### src/rtl/stopwatch_pkg.sv
// Shared types and constants for the stopwatch core.
//   sw_state_e   - control FSM states
//   bcd_digit_t  - one 4-bit BCD digit
//   sw_time_t    - mm:ss.cc as six BCD digits, [23:20] = minute tens, [3:0] = cc ones
//   DIGIT_MOD    - per-digit modulus, index 0 = cc ones
//   bcd_time_inc - adds one centisecond; returns {carry_out, next_time}
package stopwatch_pkg;

  typedef enum logic [1:0] {
    StIdle,
    StRun,
    StPause,
    StLap
  } sw_state_e;

  typedef logic [3:0]  bcd_digit_t;
  typedef logic [23:0] sw_time_t;

  localparam bcd_digit_t MOD_CC_ONES  = 4'd10;
  localparam bcd_digit_t MOD_CC_TENS  = 4'd10;
  localparam bcd_digit_t MOD_SEC_ONES = 4'd10;
  localparam bcd_digit_t MOD_SEC_TENS = 4'd6;
  localparam bcd_digit_t MOD_MIN_ONES = 4'd10;
  localparam bcd_digit_t MOD_MIN_TENS = 4'd6;

  // Packed so that DIGIT_MOD[i] lines up with digit i of sw_time_t.
  localparam logic [5:0][3:0] DIGIT_MOD = {MOD_MIN_TENS, MOD_MIN_ONES, MOD_SEC_TENS,
                                           MOD_SEC_ONES, MOD_CC_TENS, MOD_CC_ONES};

  localparam sw_time_t TIME_ZERO = 24'h000000;

  // Ripple carry through all six digits in one evaluation. Carry out of the top
  // digit only happens at 59:59.99, where every digit sits at its maximum.
  function automatic logic [24:0] bcd_time_inc(input sw_time_t t);
    sw_time_t   r;
    logic       c;
    bcd_digit_t d;
    r = t;
    c = 1'b1;
    for (int i = 0; i < 6; i++) begin
      d = r[i*4 +: 4];
      if (c) begin
        if (d == DIGIT_MOD[i] - 4'd1) begin
          d = 4'd0;
        end else begin
          d = d + 4'd1;
          c = 1'b0;
        end
      end
      r[i*4 +: 4] = d;
    end
    return {c, r};
  endfunction

endpackage

### src/rtl/tick_edge_sync.sv
// Synchronizer and edge detector for the asynchronous 10 ms tick toggle.
//   i_clk      - system clock
//   i_rst_n    - asynchronous active-low reset
//   i_tick     - asynchronous toggle input
//   o_tick_evt - single-cycle increment event
// The event is decoded from flop outputs only, so it is high for exactly the
// cycle after the synchronized level changes.
module tick_edge_sync #(
  parameter int unsigned SYNC_STAGES     = 2,
  parameter bit          TICK_BOTH_EDGES = 1'b1
) (
  input  logic i_clk,
  input  logic i_rst_n,
  input  logic i_tick,
  output logic o_tick_evt
);

  logic [SYNC_STAGES-1:0] r_sync;
  logic                   r_prev;
  logic                   w_sync_out;

  assign w_sync_out = r_sync[SYNC_STAGES-1];

  always_ff @(posedge i_clk or negedge i_rst_n) begin
    if (!i_rst_n) begin
      r_sync <= '0;
      r_prev <= 1'b0;
    end else begin
      r_sync <= {r_sync[SYNC_STAGES-2:0], i_tick};
      r_prev <= w_sync_out;
    end
  end

  always_comb begin
    if (TICK_BOTH_EDGES) begin
      o_tick_evt = w_sync_out ^ r_prev;
    end else begin
      o_tick_evt = w_sync_out & ~r_prev;
    end
  end

endmodule

### src/rtl/stopwatch_core.sv
// Stopwatch core: counts 10 ms ticks as mm:ss.cc BCD with run/pause/lap/clear control.
//   clk        - system clock
//   reset      - asynchronous active-low reset
//   tick_in    - asynchronous 10 ms toggle timebase
//   start_stop - command pulse: start or stop counting
//   clear      - command pulse: zero the count (PAUSE) or the overflow flag (IDLE)
//   lap        - command pulse: freeze / unfreeze the display while counting continues
//   time_bcd   - displayed time, six BCD digits
//   running    - high in RUN and LAP
//   lap_hold   - high in LAP
//   wrap       - one-cycle pulse on 59:59.99 -> 00:00.00
//   overflow   - sticky rollover flag
// All outputs are registered from the same next-state values as the internal
// state, so they change on the same edge as the live count.
module stopwatch_core
  import stopwatch_pkg::*;
#(
  parameter int unsigned SYNC_STAGES     = 2,
  parameter bit          TICK_BOTH_EDGES = 1'b1
) (
  input  logic        clk,
  input  logic        reset,
  input  logic        tick_in,
  input  logic        start_stop,
  input  logic        clear,
  input  logic        lap,
  output logic [23:0] time_bcd,
  output logic        running,
  output logic        lap_hold,
  output logic        wrap,
  output logic        overflow
);

  sw_state_e r_state;
  sw_time_t  r_count;
  sw_time_t  r_lap;
  sw_time_t  r_time_bcd;
  logic      r_running;
  logic      r_lap_hold;
  logic      r_wrap;
  logic      r_overflow;

  sw_state_e   w_state_next;
  sw_time_t    w_count_next;
  sw_time_t    w_lap_next;
  logic        w_wrap_next;
  logic        w_ovf_next;
  logic        w_tick_evt;
  logic        w_inc_en;
  logic [24:0] w_inc;

  tick_edge_sync #(
    .SYNC_STAGES     (SYNC_STAGES),
    .TICK_BOTH_EDGES (TICK_BOTH_EDGES)
  ) u_tick_edge_sync (
    .i_clk      (clk),
    .i_rst_n    (reset),
    .i_tick     (tick_in),
    .o_tick_evt (w_tick_evt)
  );

  assign w_inc    = bcd_time_inc(r_count);
  assign w_inc_en = w_tick_evt && ((r_state == StRun) || (r_state == StLap));

  // Increment is decided from the current state, so a tick coinciding with
  // RUN->PAUSE is applied and one coinciding with PAUSE->RUN is dropped.
  // Lap capture uses r_count, i.e. the pre-increment value.
  always_comb begin
    w_state_next = r_state;
    w_count_next = r_count;
    w_lap_next   = r_lap;
    w_wrap_next  = 1'b0;
    w_ovf_next   = r_overflow;

    if (w_inc_en) begin
      w_count_next = w_inc[23:0];
      if (w_inc[24]) begin
        w_wrap_next = 1'b1;
        w_ovf_next  = 1'b1;
      end
    end

    // Highest-priority pulse wins; lower-priority pulses that cycle are dropped.
    if (clear) begin
      case (r_state)
        StPause: begin
          w_state_next = StIdle;
          w_count_next = TIME_ZERO;
          w_lap_next   = TIME_ZERO;
          w_ovf_next   = 1'b0;
        end
        StIdle:  w_ovf_next = 1'b0;
        default: ;
      endcase
    end else if (start_stop) begin
      case (r_state)
        StIdle:  w_state_next = StRun;
        StRun:   w_state_next = StPause;
        StLap:   w_state_next = StPause;
        StPause: w_state_next = StRun;
        default: w_state_next = StIdle;
      endcase
    end else if (lap) begin
      case (r_state)
        StRun: begin
          w_state_next = StLap;
          w_lap_next   = r_count;
        end
        StLap:   w_state_next = StRun;
        default: ;
      endcase
    end
  end

  always_ff @(posedge clk or negedge reset) begin
    if (!reset) begin
      r_state    <= StIdle;
      r_count    <= TIME_ZERO;
      r_lap      <= TIME_ZERO;
      r_time_bcd <= TIME_ZERO;
      r_running  <= 1'b0;
      r_lap_hold <= 1'b0;
      r_wrap     <= 1'b0;
      r_overflow <= 1'b0;
    end else begin
      r_state    <= w_state_next;
      r_count    <= w_count_next;
      r_lap      <= w_lap_next;
      r_time_bcd <= (w_state_next == StLap) ? w_lap_next : w_count_next;
      r_running  <= (w_state_next == StRun) || (w_state_next == StLap);
      r_lap_hold <= (w_state_next == StLap);
      r_wrap     <= w_wrap_next;
      r_overflow <= w_ovf_next;
    end
  end

  assign time_bcd = r_time_bcd;
  assign running  = r_running;
  assign lap_hold = r_lap_hold;
  assign wrap     = r_wrap;
  assign overflow = r_overflow;

endmodule
### config.mk
export PLATFORM = sky130hd
export DESIGN_NAME = stopwatch_core
export DESIGN_NICKNAME = d
export VERILOG_FILES = /design/src/rtl/stopwatch_pkg.sv /design/src/rtl/tick_edge_sync.sv /design/src/rtl/stopwatch_core.sv
export SDC_FILE = /design/constraint.sdc
export NUM_CORES = 1
export LEC_CHECK = 0
export BUFFER_PORTS_ARGS = -buffer_cell sky130_fd_sc_hd__buf_2
export CORE_ASPECT_RATIO = 0.75
export CORE_UTILIZATION = 53
export CTS_CLUSTER_SIZE = 24
export DETAILED_ROUTE_END_ITERATION = 10
export PLACE_DENSITY = 0.75
export SYNTH_ARGS = -nofsm -noshare
export SYNTH_HDL_FRONTEND = slang
export SYNTH_SLANG_ARGS = --single-unit
### constraint.sdc
create_clock -name clk -period 2.5 [get_ports clk]
set_input_delay 0.5 -clock clk [delete_from_list [all_inputs] [get_ports clk]]
set_output_delay 0.5 -clock clk [all_outputs]
set_load 0.005 [all_outputs]
# After elaboration in Yosys (flattened, before gate mapping)
# Index checks and enable logic that the tools add are counted.
[word_totals]
reg_bits = 81
inputBits = 6
out_inout_bits = 28
word_cells = 77
[op_classes]
n_addsub = 6
eq_ne = 11
mux = 43
bitwise_logic = 1
n_reduce_logical = 6
[ops]
columns = ["op", "n"]
rows = [
  ["2-to-1 mux 24 bit", 9],
  ["2-to-1 mux 4 bit", 11],
  ["adder 4 x 1 -> 4 bit (second input constant)", 6],
  ["2-to-1 mux 1 bit", 17],
  ["equality test 4 bit (second input constant)", 4],
  ["equality test 4 x 3 -> 1 bit (second input constant)", 2],
  ["2-to-1 mux 2 bit", 4],
  ["one-hot mux 2 bit (2 select lines)", 2],
  ["equality test 2 bit (second input constant)", 3],
  ["equality test 2 x 1 -> 1 bit (second input constant)", 2],
  ["OR reduction 2 bit", 2],
  ["logical NOT 2 bit", 1],
  ["logical OR 1 bit", 2],
  ["logical AND 1 bit", 1],
  ["bitwise XOR 1 bit", 1],
]

# Longest topological paths before layout
[depth]
ltp_word = 11
ltp_mapped = 9
mapped_depth_nobuf = 7

# Cells and area by module
# A second synthesis with hierarchy kept.
[unflattened]
cells_unflattened = 334
hier_area_um2 = 3572.2
[by_module_without_submodules]
columns = ["mod", "n_inst", "cells_per_inst", "area_each_um2", "seq_area_each_um2"]
rows = [
  ["stopwatch_core", 1, 330, 3488.3, 1926.8],
  ["tick_edge_sync", 1, 4, 83.8, 75.1],
]

# Worst setup path after synthesis
# No wires, ideal clock.
[synth_timing]
kind = "register -> register"
startpoint = "reg running (netlist name)"
endpoint = "reg r_time_bcd[0], in the netlist time_bcd[0]"
arrival_ps = 2316
required_time_ps = 2375
setup_slack_ps = 59
stages_incl_launch_ff = 9
path_buffers = 2
synth_period_minus_slack_ps = 2441
path_cell_list = "dfrtp_1 inv_1 ha_1 nand2b_1 a221o_1 a21oi_1 clkbuf_1 buf_2 mux2_2"
[synth_lines]
columns = ["item", "line_no", "rtl"]
rows = [
  ["to (signal assigned)", "stopwatch_core.sv:129", "r_time_bcd <= (w_state_next == StLap) ? w_lap_next : w_count_next;"],
  ["to (decl)", "stopwatch_core.sv:37", "sw_time_t r_time_bcd;"],
]

# Final worst setup path
[layout_timing]
startpoint = "reg r_state[1]"
endpoint = "reg r_time_bcd[19], in the netlist time_bcd[19]"
[layout_between]
elab_chain_len = 7
word_cells_on_any_way = 24
cone_classes = "eq/ne: 4; mux: 15; reduce/logical: 5"
[layout_rtl]
columns = ["item", "line_no", "rtl"]
rows = [
  ["from (decl)", "stopwatch_core.sv:34", "sw_state_e r_state;"],
  ["from (signal assigned)", "stopwatch_core.sv:117", "r_state <= StIdle;"],
  ["from (signal assigned)", "stopwatch_core.sv:126", "r_state <= w_state_next;"],
  ["equality test 2 bit (tied with other cells)", "stopwatch_core.sv:63, stopwatch_core.sv:96, stopwatch_core.sv:104", ""],
  ["one-hot mux 2 bit (2 select lines) (tied with other cells)", "stopwatch_core.sv:104", "case (r_state)"],
  ["2-to-1 mux 2 bit (tied with other cells)", "stopwatch_core.sv:103", "end else if (lap) begin"],
  ["2-to-1 mux 2 bit / 2-to-1 mux 24 bit (equally long branches)", "stopwatch_core.sv:95, stopwatch_core.sv:75", ""],
  ["2-to-1 mux 2 bit / 2-to-1 mux 24 bit (equally long branches)", "stopwatch_core.sv:84, stopwatch_core.sv:85", ""],
  ["equality test 2 bit / 2-to-1 mux 24 bit (equally long branches)", "stopwatch_core.sv:129, stopwatch_core.sv:84", ""],
  ["2-to-1 mux 24 bit (*)", "stopwatch_core.sv:129", ""],
]
# Mark *: on every way between the ends. The rest lies on a longest branch, timed or not.

==> results.sh <==
export IMPL_synth_top_family_by_area="simple AND/OR/NAND/NOR gates"
export IMPL_placementRows=26
export IMPL_hold_viol=0
export IMPL_gp_congestion=0.8788
export IMPL_worstSkewPairLatency_ns=0.36
export IMPL_io_buffers=33
export IMPL_drt_total_wl_um=8176
export IMPL_die_area_mm2=0.007395
export IMPL_synth_distinct_cells=51
export IMPL_numCtsBuffers=9
export IMPL_hold_class="in -> async"
export IMPL_place_hpwl_um=5585
export IMPL_cts_tree="done"
export IMPL_ys_ff_latch=80
export IMPL_cts_max_level=3
export IMPL_cts_hold_buf=0
export IMPL_grt_util_all_layers=0.2418
export IMPL_min_period_over_period=0.9612
export IMPL_drc=0
export IMPL_fp_dieH_um=74.73
export IMPL_wl_per_cell_um=16.48
export IMPL_endpoint_kind="flop"
export IMPL_yosysWarningCount=0
export IMPL_p_total_w=0.003908
export IMPL_drtAntennaViolNets=0
export IMPL_synth_area_mm2=0.003737
export IMPL_fin_skew_ns=0.003769
export IMPL_power_density_mw_per_mm2=904.2
export IMPL_fin_crit_ns=2.403
export IMPL_synthAdderAreaFrac=0.01674
export IMPL_setup_viol_count_final=0
export IMPL_cp_start_kind="flop"
export IMPL_synth_area_mux_share=0.03750
export IMPL_antenna_found_initial=0
export IMPL_globalRoute_totalOverflow=0
export IMPL_die_w_um=98.97
export IMPL_max_cap_violations=0
export IMPL_fin_nets=420
export IMPL_worst_endpoint_required_ns=2.74
export IMPL_crit_fanout=15
export IMPL_start_util=0.5497
export IMPL_worst_pin_slew_ns=0.8935
export IMPL_synth_cells=369
export IMPL_vias_per_cell=5.748
export IMPL_drive_gt1_frac=0.2136
export IMPL_relSlewSlack=0.4001
export IMPL_status="complete, no violations"
export IMPL_drt_pass1_iter_count=4
export IMPL_synth_net_count=380
export IMPL_crit_chain="inv_1 -> ha_1 -> buf_4 -> o21ai_0 -> a221o_1 -> a21oi_4 -> buf_12 -> and2_1 -> a221o_1"
export IMPL_rr_endpoint="time_bcd[19]"
export IMPL_reg2reg_setup_slack_ns=0.1
export IMPL_critPathMaxStageDelay_ns=0.43
export IMPL_final_cell_mix="79 x dfrtp_1, 56 x nand2_1, 32 x buf_2, 28 x nand3_1, 24 x nor2_1"
export IMPL_grt_max_degree=42
export IMPL_irDropWorstVdd_mv=0.6447
export IMPL_root_buffer="clkbuf_8"
export IMPL_worst_path_most_repeated_cell="a221o_1"
export IMPL_rr_startpoint="r_state[1]"
export IMPL_slowest_stage="dfrtp_1"
export IMPL_nFillCells=567
export IMPL_ff_latch_area_mm2=0.002003
export IMPL_cts_clk_slew_worst_paths_ns=0.07
export IMPL_tns_ns=0
export IMPL_cts_sinks=80
export IMPL_syn_to_final_growth_pct=15.63
export IMPL_ys_flop_type="dfrtp_1"
export IMPL_synth_area_per_cell_um2=10.13
export IMPL_ys_seq_area_frac=0.5357
export IMPL_grt_pass1_wl_um=13390
export IMPL_multiInputGateArea_mm2=0.001655
export IMPL_synth_edf_count=0
export IMPL_reg2reg_depth=9
export IMPL_clockBufferDepth=2
export IMPL_drt_iter0_markers=226
export IMPL_synthXorXnorAreaFrac=0.03281
export IMPL_synth_compound_area_frac=0.1081
export IMPL_synth_simple_area_share=0.2323
export IMPL_route_vias_total=2851
export IMPL_final_common_cell="dfrtp_1"
export IMPL_grt_pass1_vias=2674
export IMPL_cp_arrival_ns=2.64
export IMPL_drv_slew=0
export IMPL_ys_async_sr_fraction=1.000
export IMPL_leakage_nw=2.115
export IMPL_diodes=0
export IMPL_ios=34
export IMPL_fmax_mhz=416.1
export IMPL_coreArea_mm2=0.006799
export IMPL_path_class="reg -> reg"
-- layout make-up --
class / instances / share of cell area
inverters: 12 / 0.01042
clock inverters: 5 / 0.01158
well taps: 84 / 0.02432
repair buffers: 52 / 0.07846
multi-input cells: 254 / 0.3830
clock buffers: 9 / 0.02866
flip-flops and latches: 80 / 0.4635
-- flip-flops by register name, summed over array words and instances, names as in the netlist --
signal                   flops
r_count                     24
r_lap                       24
time_bcd                    24
u_tick_edge_sync.r_sync      2
lap_hold                     1
overflow                     1
r_state                      1
running                      1
u_tick_edge_sync.r_prev      1
wrap                         1
-- worst max-delay path by stage --
stage,start,to,slack (ns),cells after the start
2_1_floorplan,running,time_bcd[0],0.06,8
3_3_place_gp,r_state[1],time_bcd[19],0.07,7
3_5_place_dp,r_state[1],time_bcd[19],-0.05,7
4_1_cts,running,time_bcd[19],0.009,6
5_1_grt,r_state[1],time_bcd[19],-0.002,8
6_report,r_state[1],time_bcd[19],0.1,9
-- cells in the mapped netlist, types with 2 or more instances --
master	n	area, µm²
a2111oi_0	2	17.52
a21oi_1	7	35.03
a221o_1	7	70.07
a22o_1	2	17.52
a31oi_1	5	31.28
and2_1	7	43.79
and3_1	8	50.05
buf_2	2	10.01
clkbuf_1	19	71.32
dfrtp_1	80	2002
ha_1	5	62.56
inv_1	12	45.04
mux2_2	8	90.09
mux2i_1	5	50.05
nand2_1	56	210.2
nand2b_1	4	25.02
nand3_1	28	140.1
nand4_1	4	25.02
nand4bb_1	4	45.04
nor2_1	24	90.09
nor2b_1	3	18.77
nor3_1	3	15.01
nor3b_1	4	30.03
nor4_1	3	18.77
nor4_2	2	25.02
nor4b_1	2	17.52
o21a_1	2	15.01
o21ai_0	12	60.06
o21ai_1	2	10.01
o31ai_1	13	97.59
or4_1	2	15.01
xnor2_1	9	78.83
xor2_1	5	43.79
-- what timing repair did --
item | in CTS | in global routing
pin swaps | 1 | 4
gates resized for setup | 2 | 5
endpoints found under the setup margin | 6 | 7
setup buffers | 1 | 2
endpoints found under the hold margin | 0 | 0
-- routing by layer --
metal | GRT usage | share of wire | wire [µm] | vias to the layer above
met5 | 0 | 0 | 0 | -
met4 | 0.06965 | 0.012 | 102 | 0
met3 | 0.06221 | 0.047 | 385 | 8
met2 | 0.3745 | 0.46 | 3750 | 65
met1 | 0.3417 | 0.48 | 3938 | 1405
li1 | - | - | - | 1373
-- per-stage QoR --
step	cells	hold WS, ns	setup WS [ns]	cell area, µm²	utilization
after floorplan	369	0.2044	0.05881	3737	-
after global placement	479	0.3340	0.07358	4089	0.6014
after detailed placement	479	0.3379	-0.05197	4089	0.6014
after CTS	494	0.1298	0.009280	4284	0.6301
after global routing	496	0.1450	-0.002335	4322	0.6356
final	496	0.1072	0.09696	4322	0.6356
-- kinds of logic after synthesis --
kind of cell,count (synthesis)
and+or+nand+nor,164
DFF,80
AOI/OAI and AO/OA,58
buffers and inverters,35
xor gates and xnor gates,14
muxes,13
adders and majority gates,5
-- power by group --
part,switching (W),internal [W],leakage [nW]
clock,0.000439,0.000443,0.0945
sequential,0.000169,0.00161,1.08
combinational,0.000729,0.000522,0.935
-- critical path, delay by kind of cell, from the launching register on --
kind,cells,cell delay [ns]
AO/OA/AOI/OAI,4,0.99
adder cells (fa/ha/maj),1,0.22
buffers and inverters,3,0.44
flip-flops,1,0.43
AND/OR/NAND/NOR,1,0.20
(Power assumes the default switching activity.)
